===== src/rtl/fmc_i2c_init_sequencer_if.sv =====
// Byte-level command/response channel between the FMC init sequencer
// and the I2C byte master.
interface fmc_i2c_init_sequencer_if;
  logic       cmd_valid;
  logic       cmd_ready;
  logic [7:0] cmd_byte;
  logic       cmd_start;
  logic       cmd_stop;
  logic       rsp_valid;
  logic       rsp_nack;

  modport master (
    output cmd_valid,
    output cmd_byte,
    output cmd_start,
    output cmd_stop,
    input  cmd_ready,
    input  rsp_valid,
    input  rsp_nack
  );

  modport slave (
    input  cmd_valid,
    input  cmd_byte,
    input  cmd_start,
    input  cmd_stop,
    output cmd_ready,
    output rsp_valid,
    output rsp_nack
  );
endinterface


===== src/rtl/fmc_i2c_init_sequencer.sv =====
// Walks a table of I2C register writes after power-up, one
// addr/reg/data transaction per entry, with NACK retries and bus gaps.
module fmc_i2c_init_sequencer #(
  parameter int NUM_ENTRIES = 8,
  parameter int MAX_RETRIES = 3,
  parameter int GAP_CYCLES  = 500,
  localparam int IW = (NUM_ENTRIES > 1) ? $clog2(NUM_ENTRIES) : 1
) (
  input  logic                    clk,
  input  logic                    reset,
  input  logic                    i_start,
  output logic [IW-1:0]           o_tbl_idx,
  input  logic [22:0]             i_tbl_entry,
  fmc_i2c_init_sequencer_if.master i2c,
  output logic                    o_busy,
  output logic                    o_done,
  output logic                    o_error,
  output logic [IW-1:0]           o_err_idx
);

  localparam int GW = (GAP_CYCLES > 1) ? $clog2(GAP_CYCLES) : 1;

  localparam logic [3:0] S_IDLE   = 4'd0;
  localparam logic [3:0] S_ADDR   = 4'd1;
  localparam logic [3:0] S_WAIT_A = 4'd2;
  localparam logic [3:0] S_REG    = 4'd3;
  localparam logic [3:0] S_WAIT_R = 4'd4;
  localparam logic [3:0] S_DATA   = 4'd5;
  localparam logic [3:0] S_WAIT_D = 4'd6;
  localparam logic [3:0] S_GAP    = 4'd7;
  localparam logic [3:0] S_DONE   = 4'd8;
  localparam logic [3:0] S_ERROR  = 4'd9;

  localparam logic [IW-1:0] LAST_IDX  = IW'(NUM_ENTRIES - 1);
  localparam logic [GW-1:0] GAP_LOAD  =
    GW'((GAP_CYCLES > 0) ? GAP_CYCLES - 1 : 0);
  localparam logic [4:0]    RETRY_MAX = 5'(MAX_RETRIES);
  localparam bit            HAS_GAP   = (GAP_CYCLES > 0);

  logic [3:0]    r_state;
  logic [IW-1:0] r_idx;
  logic [3:0]    r_retry;
  logic [GW-1:0] r_gap;
  logic          r_busy;
  logic          r_done;
  logic          r_error;
  logic [IW-1:0] r_err_idx;
  logic          r_cmd_valid;
  logic [7:0]    r_cmd_byte;
  logic          r_cmd_start;
  logic          r_cmd_stop;

  logic          w_idle_like;
  logic          w_start_ok;
  logic          w_wait;
  logic          w_ack;
  logic          w_nack;
  logic          w_hs;
  logic          w_last;
  logic          w_eoe;
  logic          w_retry_end;
  logic          w_to_gap;
  logic          w_gap_done;
  logic          w_load_addr;
  logic          w_load_reg;
  logic          w_load_data;
  logic [IW-1:0] w_idx_nxt;

  assign w_idle_like = (r_state == S_IDLE) |
                       (r_state == S_DONE) |
                       (r_state == S_ERROR);
  assign w_start_ok  = i_start & w_idle_like;
  assign w_wait      = (r_state == S_WAIT_A) |
                       (r_state == S_WAIT_R) |
                       (r_state == S_WAIT_D);
  assign w_ack       = w_wait & i2c.rsp_valid & ~i2c.rsp_nack;
  assign w_nack      = w_wait & i2c.rsp_valid & i2c.rsp_nack;
  assign w_hs        = r_cmd_valid & i2c.cmd_ready;
  assign w_last      = (r_idx == LAST_IDX);
  assign w_eoe       = (r_state == S_WAIT_D) & w_ack;
  assign w_retry_end = (({1'b0, r_retry} + 5'd1) == RETRY_MAX);
  assign w_to_gap    = (w_nack & ~w_retry_end) | (w_eoe & ~w_last);
  assign w_gap_done  = (r_state == S_GAP) & (r_gap == '0);
  assign w_load_addr = w_start_ok | w_gap_done | (w_to_gap & !HAS_GAP);
  assign w_load_reg  = (r_state == S_WAIT_A) & w_ack;
  assign w_load_data = (r_state == S_WAIT_R) & w_ack;

  // Table index looks one edge ahead so command bytes register from the
  // entry that the next state will transmit.
  assign w_idx_nxt = w_start_ok          ? '0 :
                     (w_eoe & ~w_last)   ? r_idx + 1'b1 :
                                           r_idx;

  assign o_tbl_idx     = w_idx_nxt;
  assign o_busy        = r_busy;
  assign o_done        = r_done;
  assign o_error       = r_error;
  assign o_err_idx     = r_err_idx;
  assign i2c.cmd_valid = r_cmd_valid;
  assign i2c.cmd_byte  = r_cmd_byte;
  assign i2c.cmd_start = r_cmd_start;
  assign i2c.cmd_stop  = r_cmd_stop;

  always_ff @(posedge clk or posedge reset) begin
    if (reset) begin
      r_cmd_valid <= 1'b0;
      r_cmd_byte  <= '0;
      r_cmd_start <= 1'b0;
      r_cmd_stop  <= 1'b0;
    end else begin
      if (w_hs)
        r_cmd_valid <= 1'b0;
      unique case (1'b1)
        w_load_addr: begin
          r_cmd_valid <= 1'b1;
          r_cmd_byte  <= {i_tbl_entry[22:16], 1'b0};
          r_cmd_start <= 1'b1;
          r_cmd_stop  <= 1'b0;
        end
        w_load_reg: begin
          r_cmd_valid <= 1'b1;
          r_cmd_byte  <= i_tbl_entry[15:8];
          r_cmd_start <= 1'b0;
          r_cmd_stop  <= 1'b0;
        end
        w_load_data: begin
          r_cmd_valid <= 1'b1;
          r_cmd_byte  <= i_tbl_entry[7:0];
          r_cmd_start <= 1'b0;
          r_cmd_stop  <= 1'b1;
        end
        default: ;
      endcase
    end
  end

  always_ff @(posedge clk or posedge reset) begin
    if (reset) begin
      r_state   <= S_IDLE;
      r_idx     <= '0;
      r_retry   <= '0;
      r_gap     <= '0;
      r_busy    <= 1'b0;
      r_done    <= 1'b0;
      r_error   <= 1'b0;
      r_err_idx <= '0;
    end else begin
      r_idx <= w_idx_nxt;
      unique case (r_state)
        S_IDLE, S_DONE, S_ERROR: begin
          if (i_start) begin
            r_retry <= '0;
            r_done  <= 1'b0;
            r_error <= 1'b0;
            r_busy  <= 1'b1;
            r_state <= S_ADDR;
          end
        end
        S_ADDR: if (w_hs) r_state <= S_WAIT_A;
        S_REG:  if (w_hs) r_state <= S_WAIT_R;
        S_DATA: if (w_hs) r_state <= S_WAIT_D;
        S_WAIT_A, S_WAIT_R, S_WAIT_D: begin
          if (w_nack) begin
            r_retry <= r_retry + 1'b1;
            r_gap   <= GAP_LOAD;
            if (w_retry_end) begin
              r_error   <= 1'b1;
              r_err_idx <= r_idx;
              r_busy    <= 1'b0;
              r_state   <= S_ERROR;
            end else begin
              r_state <= HAS_GAP ? S_GAP : S_ADDR;
            end
          end else if (w_ack) begin
            if (r_state == S_WAIT_A) begin
              r_state <= S_REG;
            end else if (r_state == S_WAIT_R) begin
              r_state <= S_DATA;
            end else begin
              r_retry <= '0;
              r_gap   <= GAP_LOAD;
              if (w_last) begin
                r_done  <= 1'b1;
                r_busy  <= 1'b0;
                r_state <= S_DONE;
              end else begin
                r_state <= HAS_GAP ? S_GAP : S_ADDR;
              end
            end
          end
        end
        S_GAP: begin
          if (r_gap == '0)
            r_state <= S_ADDR;
          else
            r_gap <= r_gap - 1'b1;
        end
        default: r_state <= S_IDLE;
      endcase
    end
  end

endmodule


===== src/flat_wrapper.sv =====
// flat-port wrapper written by rule: the top's interface ports become plain ports
module fmc_i2c_init_sequencer_flat 
#(
  parameter int NUM_ENTRIES = 8,
  parameter int MAX_RETRIES = 3,
  parameter int GAP_CYCLES  = 500,
  localparam int IW = (NUM_ENTRIES > 1) ? $clog2(NUM_ENTRIES) : 1
)
  (clk, reset, i_start, o_tbl_idx, i_tbl_entry, o_busy, o_done, o_error, o_err_idx, i2c_cmd_valid, i2c_cmd_byte, i2c_cmd_start, i2c_cmd_stop, i2c_cmd_ready, i2c_rsp_valid, i2c_rsp_nack);
  fmc_i2c_init_sequencer_if i2c_i ();
  input  logic clk;
  input  logic reset;
  input  logic i_start;
  output logic [IW-1:0] o_tbl_idx;
  input  logic [22:0] i_tbl_entry;
  output logic o_busy;
  output logic o_done;
  output logic o_error;
  output logic [IW-1:0] o_err_idx;
  output wire logic [$bits(i2c_i.cmd_valid)-1:0] i2c_cmd_valid;
  output wire logic [$bits(i2c_i.cmd_byte)-1:0] i2c_cmd_byte;
  output wire logic [$bits(i2c_i.cmd_start)-1:0] i2c_cmd_start;
  output wire logic [$bits(i2c_i.cmd_stop)-1:0] i2c_cmd_stop;
  input wire logic [$bits(i2c_i.cmd_ready)-1:0] i2c_cmd_ready;
  input wire logic [$bits(i2c_i.rsp_valid)-1:0] i2c_rsp_valid;
  input wire logic [$bits(i2c_i.rsp_nack)-1:0] i2c_rsp_nack;
  assign i2c_cmd_valid = i2c_i.cmd_valid;
  assign i2c_cmd_byte = i2c_i.cmd_byte;
  assign i2c_cmd_start = i2c_i.cmd_start;
  assign i2c_cmd_stop = i2c_i.cmd_stop;
  assign i2c_i.cmd_ready = i2c_cmd_ready;
  assign i2c_i.rsp_valid = i2c_rsp_valid;
  assign i2c_i.rsp_nack = i2c_rsp_nack;
  fmc_i2c_init_sequencer #(.NUM_ENTRIES(NUM_ENTRIES), .MAX_RETRIES(MAX_RETRIES), .GAP_CYCLES(GAP_CYCLES)) u_core (.clk(clk), .reset(reset), .i_start(i_start), .o_tbl_idx(o_tbl_idx), .i_tbl_entry(i_tbl_entry), .i2c(i2c_i), .o_busy(o_busy), .o_done(o_done), .o_error(o_error), .o_err_idx(o_err_idx));
endmodule

===== config.mk =====
export PLATFORM = sky130hd
export DESIGN_NAME = fmc_i2c_init_sequencer_flat
export DESIGN_NICKNAME = d
export VERILOG_FILES = /design/src/rtl/fmc_i2c_init_sequencer_if.sv /design/src/rtl/fmc_i2c_init_sequencer.sv /design/src/flat_wrapper.sv
export SDC_FILE = /design/constraint.sdc
export NUM_CORES = 1
export LEC_CHECK = 0
export ABC_AREA = 1
export BUFFER_PORTS_ARGS = -buffer_cell sky130_fd_sc_hd__buf_2
export CORE_MARGIN = 4
export CORE_UTILIZATION = 47
export CTS_BUF_LIST = sky130_fd_sc_hd__clkbuf_2 sky130_fd_sc_hd__clkbuf_4 sky130_fd_sc_hd__clkbuf_8
export CTS_CLUSTER_DIAMETER = 60
export DETAILED_ROUTE_END_ITERATION = 6
export PLACE_DENSITY = 0.76
export SYNTH_ARGS = -nofsm -noshare
export SYNTH_HDL_FRONTEND = slang
export SYNTH_SLANG_ARGS = --single-unit

===== constraint.sdc =====
create_clock -name clk -period 4.55 [get_ports clk]
set_input_delay 0.2275 -clock clk [delete_from_list [all_inputs] [get_ports clk]]
set_output_delay 0.2275 -clock clk [all_outputs]
set_load 0.03 [all_outputs]

==> impl_metrics.sql, run 1 <==
INSERT INTO impl_metrics (metric_group, metric, value, unit) VALUES
('run_status', 'outcome', 'finished clean', ''),
('floorplan', 'row_count', '25', ''),
('timing', 'tightestPinTransition', '0.779', 'ns'),
('route', 'num_vias', '2249', ''),
('synth', 'postSynth.topFlopCell', 'sky130_fd_sc_hd__dfrtp_1', ''),
('global_route', 'grt_start_max_net_pins', '38', ''),
('cts', 'clk_latency', '0.29', 'ns'),
('cts', 'tritoncts_clock_tree', 'built', ''),
('worst_setup_path', 'cp-start-kind', 'flop', ''),
('cts', 'cts.repair.resized', '0', ''),
('global_route', 'global_route.overflow_total', '0', ''),
('timing', 'setup_viol', '0', ''),
('worst_setup_path', 'timing.critical_path.fanout_max', '20', ''),
('cells_and_area', 'layout.core_utilization', '56.3', '%'),
('worst_setup_path', 'data_required_critical_path', '4.32', 'ns'),
('min_path', 'hold_path_class', 'in2async', ''),
('synth', 'synth_top_cell_by_area', 'sky130_fd_sc_hd__dfrtp_1', ''),
('global_route', 'number_of_antenna_violations_at_the_first_check_in_global_routing', '0', ''),
('route', 'drt_wl_total', '5.47', 'mm'),
('route', 'drc_violations', '0', ''),
('place', 'port_buffers', '48', ''),
('floorplan', 'num_io_pins', '49', ''),
('timing', 'holdWs', '0.0379', 'ns'),
('route', 'drt_pre_antenna_iters', '4', ''),
('floorplan', 'core_area', '4750', 'um^2'),
('worst_setup_path', 'critical-path-top-delay-family', 'simple AND/OR/NAND/NOR gates', ''),
('synth', 'yosys_warnings', '0', ''),
('cts', 'cts.repair_timing.setup_buffer_count', '0', ''),
('timing', 'slew-limit-headroom', '47.9', '%'),
('place', 'detailedPlacementHpwl', '4.16', 'mm'),
('power_and_ir_drop', 'total_leakage_power', '1.52', 'nW'),
('route', 'post_drt_wl_per_cell', '12.3', 'um'),
('cells_and_area', 'insertedDiodeCount', '0', ''),
('cts', 'cts_max_path_buffers', '2', ''),
('timing', 'timing.final.crit_share', '52.7', '%'),
('place', 'dpl-instance-area', '2590', 'um^2'),
('synth', 'post_synth.cell_area_avg', '7.11', 'um^2'),
('worst_setup_path', 'crit_chain', 'nor2_2 > nand3_2 > nor2_4 > nand2_2 > xor2_1 > nor2_1 > buf_2', ''),
('floorplan', 'horiz_die_dim', '78.4', 'um'),
('route', 'drt_iter0_drcs', '122', ''),
('synth', 'synth_edf_count', '0', ''),
('floorplan', 'start_util', '49.0', '%'),
('cells_and_area', 'syn2layout_area_growth', '14.8', '%'),
('timing', 'period_needed', '2.40', 'ns'),
('flow_run', 'timing.max_cap.violations', '0', ''),
('synth', 'synth-seq-area-share', '39.7', '%'),
('cts', 'clock_tree.htree_level_count', '2', ''),
('cells_and_area', 'finish.instance_area', '2680', 'um^2'),
('synth', 'synth_top_cell_area_share', '39.7', '%'),
('global_route', 'grt_pass1_wl', '9.70', 'mm'),
('timing', 'timing_max_transition_violations_final', '0', ''),
('synth', 'synth.ff_latch_count', '37', ''),
('cells_and_area', 'design.final.nets', '411', ''),
('timing', 'max_freq', '417', 'MHz'),
('synth', 'ys_top_cells_by_area', 'sky130_fd_sc_hd__dfrtp_1 (40%), sky130_fd_sc_hd__nand2_1 (21%), sky130_fd_sc_hd__nand3_1 (9.9%)', ''),
('floorplan', 'dieArea', '6150', 'um^2'),
('synth', 'synth_cell_types', '28', ''),
('timing', 'fin_tns_setup', '0', 'ns'),
('cts', 'cts_root_buffer', 'sky130_fd_sc_hd__clkbuf_8', ''),
('floorplan', 'floorplan.die.height', '78.4', 'um'),
('worst_setup_path', 'critical_path_class', 'reg2out', ''),
('synth', 'netlist_top_cells_count', 'sky130_fd_sc_hd__nand2_1 (128), sky130_fd_sc_hd__nand3_1 (46), sky130_fd_sc_hd__dfrtp_1 (37), sky130_fd_sc_hd__inv_1 (31), sky130_fd_sc_hd__nor2_1 (23)', ''),
('synth', 'synth_nets', '362', ''),
('synth', 'async_flop_share', '100', '%'),
('route', 'antenna_violating_nets_left', '0', ''),
('worst_setup_path', 'timing.critical_path.slowest_cell_delay', '0.46', 'ns'),
('cts', 'numCtsBuffers', '5', ''),
('timing', 'layout_skew', '0.00573', 'ns'),
('timing', 'setup_repair_after_global_routing_missed_its_margin', 'false', ''),
('cells_and_area', 'post_route_cells_drive_above_1_share', '20.7', '%'),
('synth', 'syn-instance-count', '328', '');
## cell usage in the layout, fill, tap and decap left out, drive strengths merged
master / synthesis / final
o21a: 1 / 1
buf: 7 / 49
nor2: 29 / 29
a21oi: 6 / 6
inv: 34 / 34
a31oi: 1 / 1
ha: 5 / 5
nor3: 1 / 1
nand4: 4 / 4
nand3: 51 / 51
xor2: 3 / 3
o21ai: 13 / 13
and2: 1 / 1
nand2: 132 / 132
or2: 2 / 2
dfrtp: 37 / 37
clkbuf: 0 / 7
nand3b: 1 / 1
## worst paths after layout
check                                                    from                            endpoint  slack (ns)  cells past startpoint
worst min-delay path                                    reset       u_core.r_retry[2]$_DFFE_PP0P_        0.04                      3
worst min register to register    u_core.r_gap[8]$_DFFE_PP0P_         u_core.r_gap[8]$_DFFE_PP0P_        0.47                      2
worst max-delay path            u_core.r_state[0]$_DFFE_PP0P_                        o_tbl_idx[0]        2.15                      7
worst max register to register  u_core.r_state[0]$_DFFE_PP0P_  u_core.i2c.cmd_byte[0]$_DFFE_PP0P_        2.42                     10
max in group asynchronous                               reset         u_core.r_gap[7]$_DFFE_PP0P_        4.17                      3
min in group clk                                i2c_cmd_ready    u_core.i2c.cmd_valid$_DFFE_PP0P_        0.16                      2
## routing by layer
layer  global-route usage (%)  share of wire [%]  up-vias
li1                         -                  -     1139
met4                     8.39                1.8        0
met5                        0                  0        -
met2                     33.7                 46       66
met3                     4.36                6.5        9
met1                     23.6                 46     1035
## layout make-up
cell class / count / area, um^2
inverter: 34 / 128
tap: 67 / 83.8
fill: 457 / 2080
timing repair buffer: 49 / 248
multi-input combinational: 250 / 1200
sequential: 37 / 926
clock buffer: 7 / 90.1
## where the power goes
part / switching (mW) / internal [mW]
sequential: 0.107 / 0.461
clock: 0.110 / 0.126
combinational: 0.706 / 0.307
## stage by stage
step	cells	power (mW)	setup WS (ns)
2_1_floorplan	328	1.35	2.65
3_3_place_gp	437	1.55	2.51
3_5_place_dp	437	1.58	2.45
5_1_grt	444	1.99	1.95
4_1_cts	444	1.82	2.14
6_report	444	1.82	2.15
## worst min-delay path: stages
cell	delay [ns]
sky130_fd_sc_hd__buf_2	0.09
sky130_fd_sc_hd__inv_1	0.04
sky130_fd_sc_hd__buf_4	0.40
## state kept, by name, summed over array words and instances (netlist names)
| name | cells |
|---|---|
| u_core.o_error | 1 |
| u_core.r_gap | 9 |
| u_core.o_err_idx | 3 |
| u_core.i2c.cmd_byte | 8 |
| u_core.r_state | 4 |
| u_core.o_done | 1 |
| u_core.o_busy | 1 |
| u_core.i2c.cmd_start | 1 |
| u_core.r_retry | 4 |
| u_core.r_idx | 3 |
| u_core.i2c.cmd_valid | 1 |
| u_core.i2c.cmd_stop | 1 |
## kinds of logic (layout without fill, tap and decap cells)
logic type	count (synthesis)	in the layout	synth area share [%]
buffers and inverters	41	90	8.75
flip-flops	37	37	39.7
adder cells (fa/ha/maj)	5	5	2.68
AO/OA/AOI/OAI	21	21	4.83
XOR/XNOR	3	3	1.13
AND/OR/NAND/NOR	221	221	42.9
No activity file was read; power rests on OpenSTA's default activity.
==> run 2: changes to the inputs <==
Settings changed: PLACE_DENSITY 0.76 to 0.79.
Clock period 4.55 ns to 1.95 ns, I/O delays scaled along.
==> run 2 against run 1 <==
Compared with the run above:
- global-route usage down 0.62 points
- final cell count grew 2.5%
- via count decreased by 1.4%
- flip-flop and latch count unchanged
- combinational power rose by 150%
- sequential share of layout area shrank 2.0 points
- worst hold slack worse by 0.033 ns
- clock-buffer cell count shrank 2
- power increased to 2.5 times the previous value
- die area did not move
- largest cell class unchanged
==> impl_metrics.sql, run 2 (synthesis results as in run 1) <==
INSERT INTO impl_metrics (metric_group, metric, value, unit) VALUES
('cells_and_area', 'most_frequent_cells_in_the_layout', 'sky130_fd_sc_hd__nand2_1 (128), sky130_fd_sc_hd__nand3_1 (46), sky130_fd_sc_hd__buf_2 (45), sky130_fd_sc_hd__dfrtp_1 (35), sky130_fd_sc_hd__inv_1 (30)', ''),
('timing', 'max_freq', '515', 'MHz'),
('power_and_ir_drop', 'vdd_ir_drop_max', '0.613', 'mV'),
('power_and_ir_drop', 'total_leakage_power', '1.58', 'nW'),
('route', 'antenna_violating_nets_left', '0', ''),
('global_route', 'grt_use_total', '19.0', '%'),
('cts', 'cts_sinks', '37', ''),
('cells_and_area', 'finish.instance_area', '2850', 'um^2'),
('timing', 'setup_repair_after_global_routing_missed_its_margin', 'true', ''),
('place', 'dpl-instance-area', '2630', 'um^2'),
('cts', 'clk_latency', '0.29', 'ns'),
('floorplan', 'row_count', '25', ''),
('cells_and_area', 'top_register', 'u_core.r_gap', ''),
('run_status', 'outcome', 'finished clean', ''),
('route', 'num_vias', '2217', ''),
('flow_run', 'timing.max_cap.violations', '0', ''),
('global_route', 'groute.layer.met1.usage', '24.2', '%'),
('timing', 'timing.final.crit_share', '99.5', '%'),
('route', 'post_drt_wl_per_cell', '11.9', 'um'),
('cells_and_area', 'fin_cells', '455', ''),
('global_route', 'grt-busiest-layer', 'met2', ''),
('timing', 'period_needed', '1.94', 'ns'),
('cells_and_area', 'layout.area.seq', '928', 'um^2'),
('cts', 'clkTransAtPathRegs', '0.07', 'ns'),
('worst_setup_path', 'critical_path_class', 'reg2out', ''),
('global_route', 'grt_start_max_net_pins', '38', ''),
('place', 'finalWeightedCongestion', '0.865', ''),
('place', 'port_buffers', '48', ''),
('cts', 'cts_root_buffer', 'sky130_fd_sc_hd__clkbuf_8', ''),
('worst_setup_path', 'cp.arrival', '1.84', 'ns'),
('global_route', 'met3_usage', '4.01', '%'),
('power_and_ir_drop', 'powerDensity', '1610', 'nW/um^2'),
('cells_and_area', 'post_route_cells_drive_above_1_share', '24.5', '%'),
('floorplan', 'start_util', '49.0', '%'),
('cts', 'tritoncts_clock_tree', 'built', ''),
('global_route', 'first_global_vias', '2162', ''),
('global_route', 'number_of_antenna_violations_at_the_first_check_in_global_routing', '0', ''),
('worst_setup_path', 'reg2reg_depth', '9', ''),
('min_path', 'hold_path_class', 'in2reg', ''),
('timing', 'final-hold-violation-count', '0', ''),
('min_path', 'min_path_cells', '2', ''),
('timing', 'slew-limit-headroom', '68.7', '%'),
('timing', 'setup_viol', '0', ''),
('route', 'drt_wl_total', '5.41', 'mm'),
('timing', 'fin_tns_setup', '0', 'ns'),
('floorplan', 'horiz_die_dim', '78.4', 'um'),
('place', 'placedCellCount', '443', ''),
('global_route', 'grt_pass1_wl', '9.45', 'mm'),
('global_route', 'global_route.usage.met2', '32.4', '%'),
('place', 'detailedPlacementHpwl', '3.94', 'mm'),
('worst_setup_path', 'timing.critical_path.fanout_max', '5', ''),
('cts', 'cts_max_path_buffers', '2', ''),
('cells_and_area', 'final.fill_count', '458', ''),
('cells_and_area', 'final_common_cell', 'sky130_fd_sc_hd__nand2_1', ''),
('cts', 'numCtsBuffers', '5', ''),
('timing', 'layout_skew', '0.00410', 'ns'),
('worst_setup_path', 'data_required_critical_path', '1.85', 'ns'),
('timing', 'tightestPinTransition', '0.469', 'ns'),
('timing', 'holdWs', '0.00539', 'ns'),
('cells_and_area', 'design.final.nets', '421', ''),
('cells_and_area', 'syn2layout_area_growth', '22.1', '%'),
('worst_setup_path', 'cp-start-kind', 'flop', ''),
('cells_and_area', 'insertedDiodeCount', '0', ''),
('route', 'drt_iter0_drcs', '98', ''),
('cts', 'clock_tree.htree_level_count', '2', ''),
('worst_setup_path', 'setup.worst_path.end_class', 'output pin', ''),
('cells_and_area', 'largest_reg_flops', '9', ''),
('global_route', 'global_route.overflow_total', '0', ''),
('floorplan', 'floorplan.die.height', '78.4', 'um'),
('cells_and_area', 'layout.core_utilization', '59.8', '%'),
('route', 'drt_pre_antenna_iters', '4', ''),
('route', 'vias_per_cell', '4.87', ''),
('floorplan', 'core_area', '4750', 'um^2'),
('floorplan', 'dieArea', '6150', 'um^2'),
('route', 'drc_violations', '0', ''),
('floorplan', 'num_io_pins', '49', ''),
('timing', 'timing_max_transition_violations_final', '0', ''),
('cells_and_area', 'combined_area_of_the_multi_input_logic_cells', '1230', 'um^2');
-- run 2: path summary, 6_finish.rpt --
check	slack, ns	from	endpoint
worst min-delay path	0.005	i2c_cmd_ready	u_core.i2c.cmd_valid$_DFFE_PP0P_
worst max register to register	0.26	u_core.r_gap[0]$_DFFE_PP0P_	u_core.i2c.cmd_byte[3]$_DFFE_PP0P_
min in group asynchronous	0.45	reset	u_core.r_retry[2]$_DFFE_PP0P_
max in group asynchronous	1.14	reset	u_core.r_state[1]$_DFFE_PP0P_
worst min register to register	0.47	u_core.i2c.cmd_byte[0]$_DFFE_PP0P_	u_core.i2c.cmd_byte[0]$_DFFE_PP0P_
worst max-delay path	0.01	u_core.r_idx[0]$_DFF_PP0_	o_tbl_idx[0]
-- run 2: layout make-up --
cell class	instances	share of cell area, %
Tap cell	67	2.95
Multi-Input combinational cell	250	43.4
Inverter	34	4.49
Clock buffer	5	2.42
Sequential cell	37	32.6
Timing Repair Buffer	59	11.8
Clock inverter	3	2.29
-- run 2: critical path: stages, from the launching register on --
cell and delay (ns):
sky130_fd_sc_hd__dfrtp_1 0.43, sky130_fd_sc_hd__ha_2 0.20, sky130_fd_sc_hd__ha_4 0.17, sky130_fd_sc_hd__nor3_4 0.17, sky130_fd_sc_hd__nand2_2 0.11, sky130_fd_sc_hd__xor2_1 0.15, sky130_fd_sc_hd__nor2_1 0.15, sky130_fd_sc_hd__buf_4 0.18
-- run 2: what timing repair did --
item / CTS / global route
endpoints found under the setup margin: 3 / 3
setup buffers: 0 / 3
gates cloned: 0 / 0
hold endpoints to repair: 37 / 0
hold buffers: 1 / 0
resized for setup: 5 / 9
pin swaps: 1 / 5
-- run 2: metal layers --
metal	vias to the layer above	share of wire [%]	routed length (um)
li1	1157	-	-
met1	987	46	2510
met2	66	46	2470
met3	7	6.5	349
met4	0	1.4	77
met5	-	0	0
-- run 2: power by group --
group | total, mW | internal, mW | switching (mW)
Clock | 0.781 | 0.508 | 0.274
Combinational | 2.48 | 0.801 | 1.68
Sequential | 1.32 | 1.08 | 0.243
Total | 4.59 | 2.39 | 2.20
-- run 2: per-stage QoR --
stage | setup slack, ns | total power [mW]
after global placement | 0.258 | 3.65
final | 0.00950 | 4.59
after CTS | 0.0125 | 4.54
after floorplan | 0.0968 | 3.15
after detailed placement | 0.225 | 3.70
after global routing | -0.110 | 5.01
==> run 3: changes to the inputs <==
Settings changed: ABC_AREA 1 to not set, CELL_PAD_IN_SITES_DETAIL_PLACEMENT set to 0, CELL_PAD_IN_SITES_GLOBAL_PLACEMENT set to 1, CORE_UTILIZATION 47 to 38, PLACE_DENSITY 0.79 to 0.85, SLEW_MARGIN set to 10.
==> run 3 against run 2 <==
Compared with the run above:
- the flow now finishes with violations (setup timing)
- flip-flop and latch count unchanged
- synthesized cell count is 30% lower
- critical path type is now reg2reg
- non-clock buffer count up 24
- final area about the same
- maximum frequency fell by 0.62%
==> impl_metrics.sql, run 3 <==
INSERT INTO impl_metrics (metric_group, metric, value, unit) VALUES
('synth', 'complex_gate_fraction_of_the_synthesized_area', '19.4', '%'),
('worst_setup_path', 'critical_path_class', 'reg2reg', ''),
('timing', 'period_needed', '1.95', 'ns'),
('power_and_ir_drop', 'total_leakage_power', '1.28', 'nW'),
('timing', 'slew-limit-headroom', '68.4', '%'),
('route', 'drt_iter0_drcs', '82', ''),
('cells_and_area', 'largest_reg_flops', '9', ''),
('timing', 'setup_repair_after_global_routing_missed_its_margin', 'true', ''),
('cells_and_area', 'design.final.nets', '343', ''),
('synth', 'largest_family_of_logic_cells_by_synthesized_area', 'simple AND/OR/NAND/NOR gates', ''),
('global_route', 'global_route.overflow_total', '0', ''),
('synth', 'synth_top_cell_by_area', 'sky130_fd_sc_hd__dfrtp_1', ''),
('timing', 'fin_tns_setup', '-0.00269', 'ns'),
('timing', 'layout_skew', '0.00480', 'ns'),
('place', 'detailedPlacementHpwl', '4.04', 'mm'),
('route', 'drt_wl_total', '5.37', 'mm'),
('floorplan', 'dieArea', '6810', 'um^2'),
('synth', 'synth_edf_count', '0', ''),
('timing', 'timing.final.crit_share', '100', '%'),
('synth', 'ys_top_cells_by_area', 'sky130_fd_sc_hd__dfrtp_1 (44%), sky130_fd_sc_hd__nor2_1 (5.2%), sky130_fd_sc_hd__nand2_1 (3.2%)', ''),
('synth', 'postSynth.topFlopCell', 'sky130_fd_sc_hd__dfrtp_1', ''),
('global_route', 'grt_use_total', '16.6', '%'),
('cells_and_area', 'final_common_cell', 'sky130_fd_sc_hd__buf_2', ''),
('synth', 'async_flop_share', '100', '%'),
('cts', 'tritoncts_clock_tree', 'built', ''),
('cells_and_area', 'layout.area.seq', '930', 'um^2'),
('worst_setup_path', 'data_required_critical_path', '2.13', 'ns'),
('flow_run', 'timing.max_cap.violations', '0', ''),
('cells_and_area', 'post_route_cells_drive_above_1_share', '36.9', '%'),
('worst_setup_path', 'cp-start-kind', 'flop', ''),
('synth', 'post_synth.cell_area_avg', '9.22', 'um^2'),
('global_route', 'number_of_antenna_violations_at_the_first_check_in_global_routing', '0', ''),
('floorplan', 'row_count', '26', ''),
('floorplan', 'floorplan.die.height', '82.5', 'um'),
('cts', 'cts_max_path_buffers', '2', ''),
('place', 'place_worst_setup_slack', '-0.00873', 'ns'),
('timing', 'final-hold-violation-count', '0', ''),
('cts', 'cts_root_buffer', 'sky130_fd_sc_hd__clkbuf_8', ''),
('route', 'antenna_violating_nets_left', '0', ''),
('min_path', 'hold_path_class', 'in2reg', ''),
('floorplan', 'num_io_pins', '49', ''),
('timing', 'tightestPinTransition', '0.473', 'ns'),
('power_and_ir_drop', 'powerDensity', '1430', 'nW/um^2'),
('synth', 'syn-instance-count', '229', ''),
('floorplan', 'horiz_die_dim', '82.5', 'um'),
('cts', 'numCtsBuffers', '5', ''),
('timing', 'max_freq', '512', 'MHz'),
('timing', 'setup_slack', '-0.00269', 'ns'),
('timing', 'setup_viol', '1', ''),
('route', 'drc_violations', '0', ''),
('cts', 'clock_tree.htree_level_count', '2', ''),
('cells_and_area', 'final.fill_count', '507', ''),
('floorplan', 'core_area', '5240', 'um^2'),
('route', 'drt_pre_antenna_iters', '4', ''),
('run_status', 'outcome', 'finished, violations left', ''),
('synth', 'synth_area', '2110', 'um^2'),
('run_status', 'failed_checks', 'setup timing', ''),
('cts', 'clkTransAtPathRegs', '0.07', 'ns'),
('synth', 'post_synth_mux_area_share', '3.50', '%'),
('place', 'placedCellCount', '365', ''),
('cells_and_area', 'syn2layout_area_growth', '34.7', '%'),
('power_and_ir_drop', 'design_power_total', '4.06', 'mW'),
('synth', 'synth-xor-area-share', '2.49', '%'),
('synth', 'synth_cell_types', '51', ''),
('route', 'post_drt_wl_per_cell', '14.2', 'um'),
('timing', 'timing_max_transition_violations_final', '0', ''),
('place', 'port_buffers', '48', ''),
('synth', 'synth_top_cell_area_share', '43.9', '%'),
('place', 'finalWeightedCongestion', '0.815', ''),
('floorplan', 'start_util', '40.3', '%'),
('cells_and_area', 'insertedDiodeCount', '0', ''),
('route', 'num_vias', '2009', ''),
('global_route', 'first_global_vias', '1846', ''),
('worst_setup_path', 'timing.critical_path.fanout_max', '5', ''),
('cells_and_area', 'combined_area_of_the_multi_input_logic_cells', '1180', 'um^2'),
('cells_and_area', 'fin_cells', '379', ''),
('synth', 'synth_nets', '263', ''),
('power_and_ir_drop', 'vdd_ir_drop_max', '0.794', 'mV'),
('global_route', 'grt_pass1_wl', '8.58', 'mm'),
('synth', 'yosys_warnings', '0', ''),
('synth', 'synth-seq-area-share', '43.9', '%'),
('timing', 'holdWs', '0.0804', 'ns'),
('cts', 'cts_sinks', '37', ''),
('cells_and_area', 'top_register', 'u_core.r_gap', ''),
('cts', 'clk_latency', '0.29', 'ns'),
('synth', 'netlist_top_cells_count', 'sky130_fd_sc_hd__dfrtp_1 (37), sky130_fd_sc_hd__nor2_1 (29), sky130_fd_sc_hd__nand2_1 (18), sky130_fd_sc_hd__a21oi_1 (10), sky130_fd_sc_hd__o21ai_0 (10)', ''),
('cells_and_area', 'most_frequent_cells_in_the_layout', 'sky130_fd_sc_hd__buf_2 (45), sky130_fd_sc_hd__buf_4 (34), sky130_fd_sc_hd__dfrtp_1 (34), sky130_fd_sc_hd__nor2_1 (24), sky130_fd_sc_hd__nand2_1 (18)', ''),
('synth', 'simple_gate_area_share_of_the_yosys_netlist', '24.2', '%'),
('worst_setup_path', 'cp.arrival', '2.14', 'ns'),
('worst_setup_path', 'setup.worst_path.end_class', 'flop', ''),
('synth', 'synth_fa_ha_area_share', '2.96', '%'),
('route', 'vias_per_cell', '5.30', ''),
('synth', 'synth.ff_latch_count', '37', ''),
('synth', 'synth_most_common_cell', 'sky130_fd_sc_hd__dfrtp_1', ''),
('global_route', 'grt_start_max_net_pins', '38', '');
-- run 3: cell count changes after synthesis, moves of 7 or more --
cell,change
sky130_fd_sc_hd__o21ai_1,+7
sky130_fd_sc_hd__nand3_1,-40
sky130_fd_sc_hd__buf_2,+7
sky130_fd_sc_hd__inv_1,-23
sky130_fd_sc_hd__nand2_1,-110
sky130_fd_sc_hd__a221oi_1,+7
-- run 3: path summary, 6_finish.rpt --
kind,start,slack (ns),cells after the start,to
max reg2reg,u_core.r_gap[1]$_DFFE_PP0P_,-0.003,7,u_core.r_gap[3]$_DFFE_PP0P_
max,u_core.r_gap[1]$_DFFE_PP0P_,-0.003,7,u_core.r_gap[3]$_DFFE_PP0P_
max in group asynchronous,reset,1.13,4,u_core.r_state[3]$_DFFE_PP0P_
min reg2reg,u_core.o_err_idx[2]$_DFFE_PP0P_,0.49,1,u_core.o_err_idx[2]$_DFFE_PP0P_
min,i_tbl_entry[21],0.08,3,u_core.i2c.cmd_byte[6]$_DFFE_PP0P_
min in group asynchronous,reset,0.46,4,u_core.r_gap[4]$_DFFE_PP0P_
-- run 3: layout make-up --
class | count | share of cell area [%]
Clock buffer | 7 | 3.17
Inverter | 8 | 1.06
Multi-Input combinational cell | 174 | 41.5
Sequential cell | 37 | 32.7
Tap cell | 70 | 3.08
Timing Repair Buffer | 83 | 18.4
-- run 3: layer usage --
metal / up-vias / track usage (%) / part of all wire, %
li1: 991 / - / -
met1: 977 / 22.0 / 44
met2: 33 / 26.1 / 50
met3: 8 / 4.01 / 3.6
met4: 0 / 6.37 / 1.9
met5: - / 0 / 0
-- run 3: cell families after synthesis --
logic type,count (synthesis)
AND/OR/NAND/NOR,94
buffers and inverters,18
multiplexers,7
XOR/XNOR,6
AO/OA/AOI/OAI,62
adder cells (fa/ha/maj),5
flip-flops,37
-- run 3: through the flow --
step                instance area (um^2)  util, %
global route                        2840     54.3
CTS                                 2740     52.3
floorplan                           2110        -
global placement                    2600     49.7
finish                              2840     54.3
detailed placement                  2600     49.7
-- run 3: power breakdown --
| part | switching [mW] | leakage (nW) | internal (mW) | total (mW) |
|---|---|---|---|---|
| sequential | 0.221 | 0.441 | 1.03 | 1.26 |
| clock | 0.265 | 0.0477 | 0.294 | 0.559 |
| combinational | 1.28 | 0.796 | 0.968 | 2.24 |
-- run 3: repair_timing --
action / CTS / global route
pin swaps: 1 / 9
resized for setup: 6 / 25
buffers inserted: 2 / 4
endpoints found under the setup margin: 8 / 24
hold endpoints to repair: 37 / 0
hold buffers: 1 / 0
-- run 3: worst max-delay path, cell delays in order, from the launching register on --
cell and delay, ns:
sky130_fd_sc_hd__dfrtp_1 0.39, sky130_fd_sc_hd__inv_2 0.08, sky130_fd_sc_hd__ha_4 0.12, sky130_fd_sc_hd__or4b_4 0.48
sky130_fd_sc_hd__or3_4 0.42, sky130_fd_sc_hd__o211ai_2 0.12, sky130_fd_sc_hd__xnor2_1 0.08, sky130_fd_sc_hd__and2_1 0.15
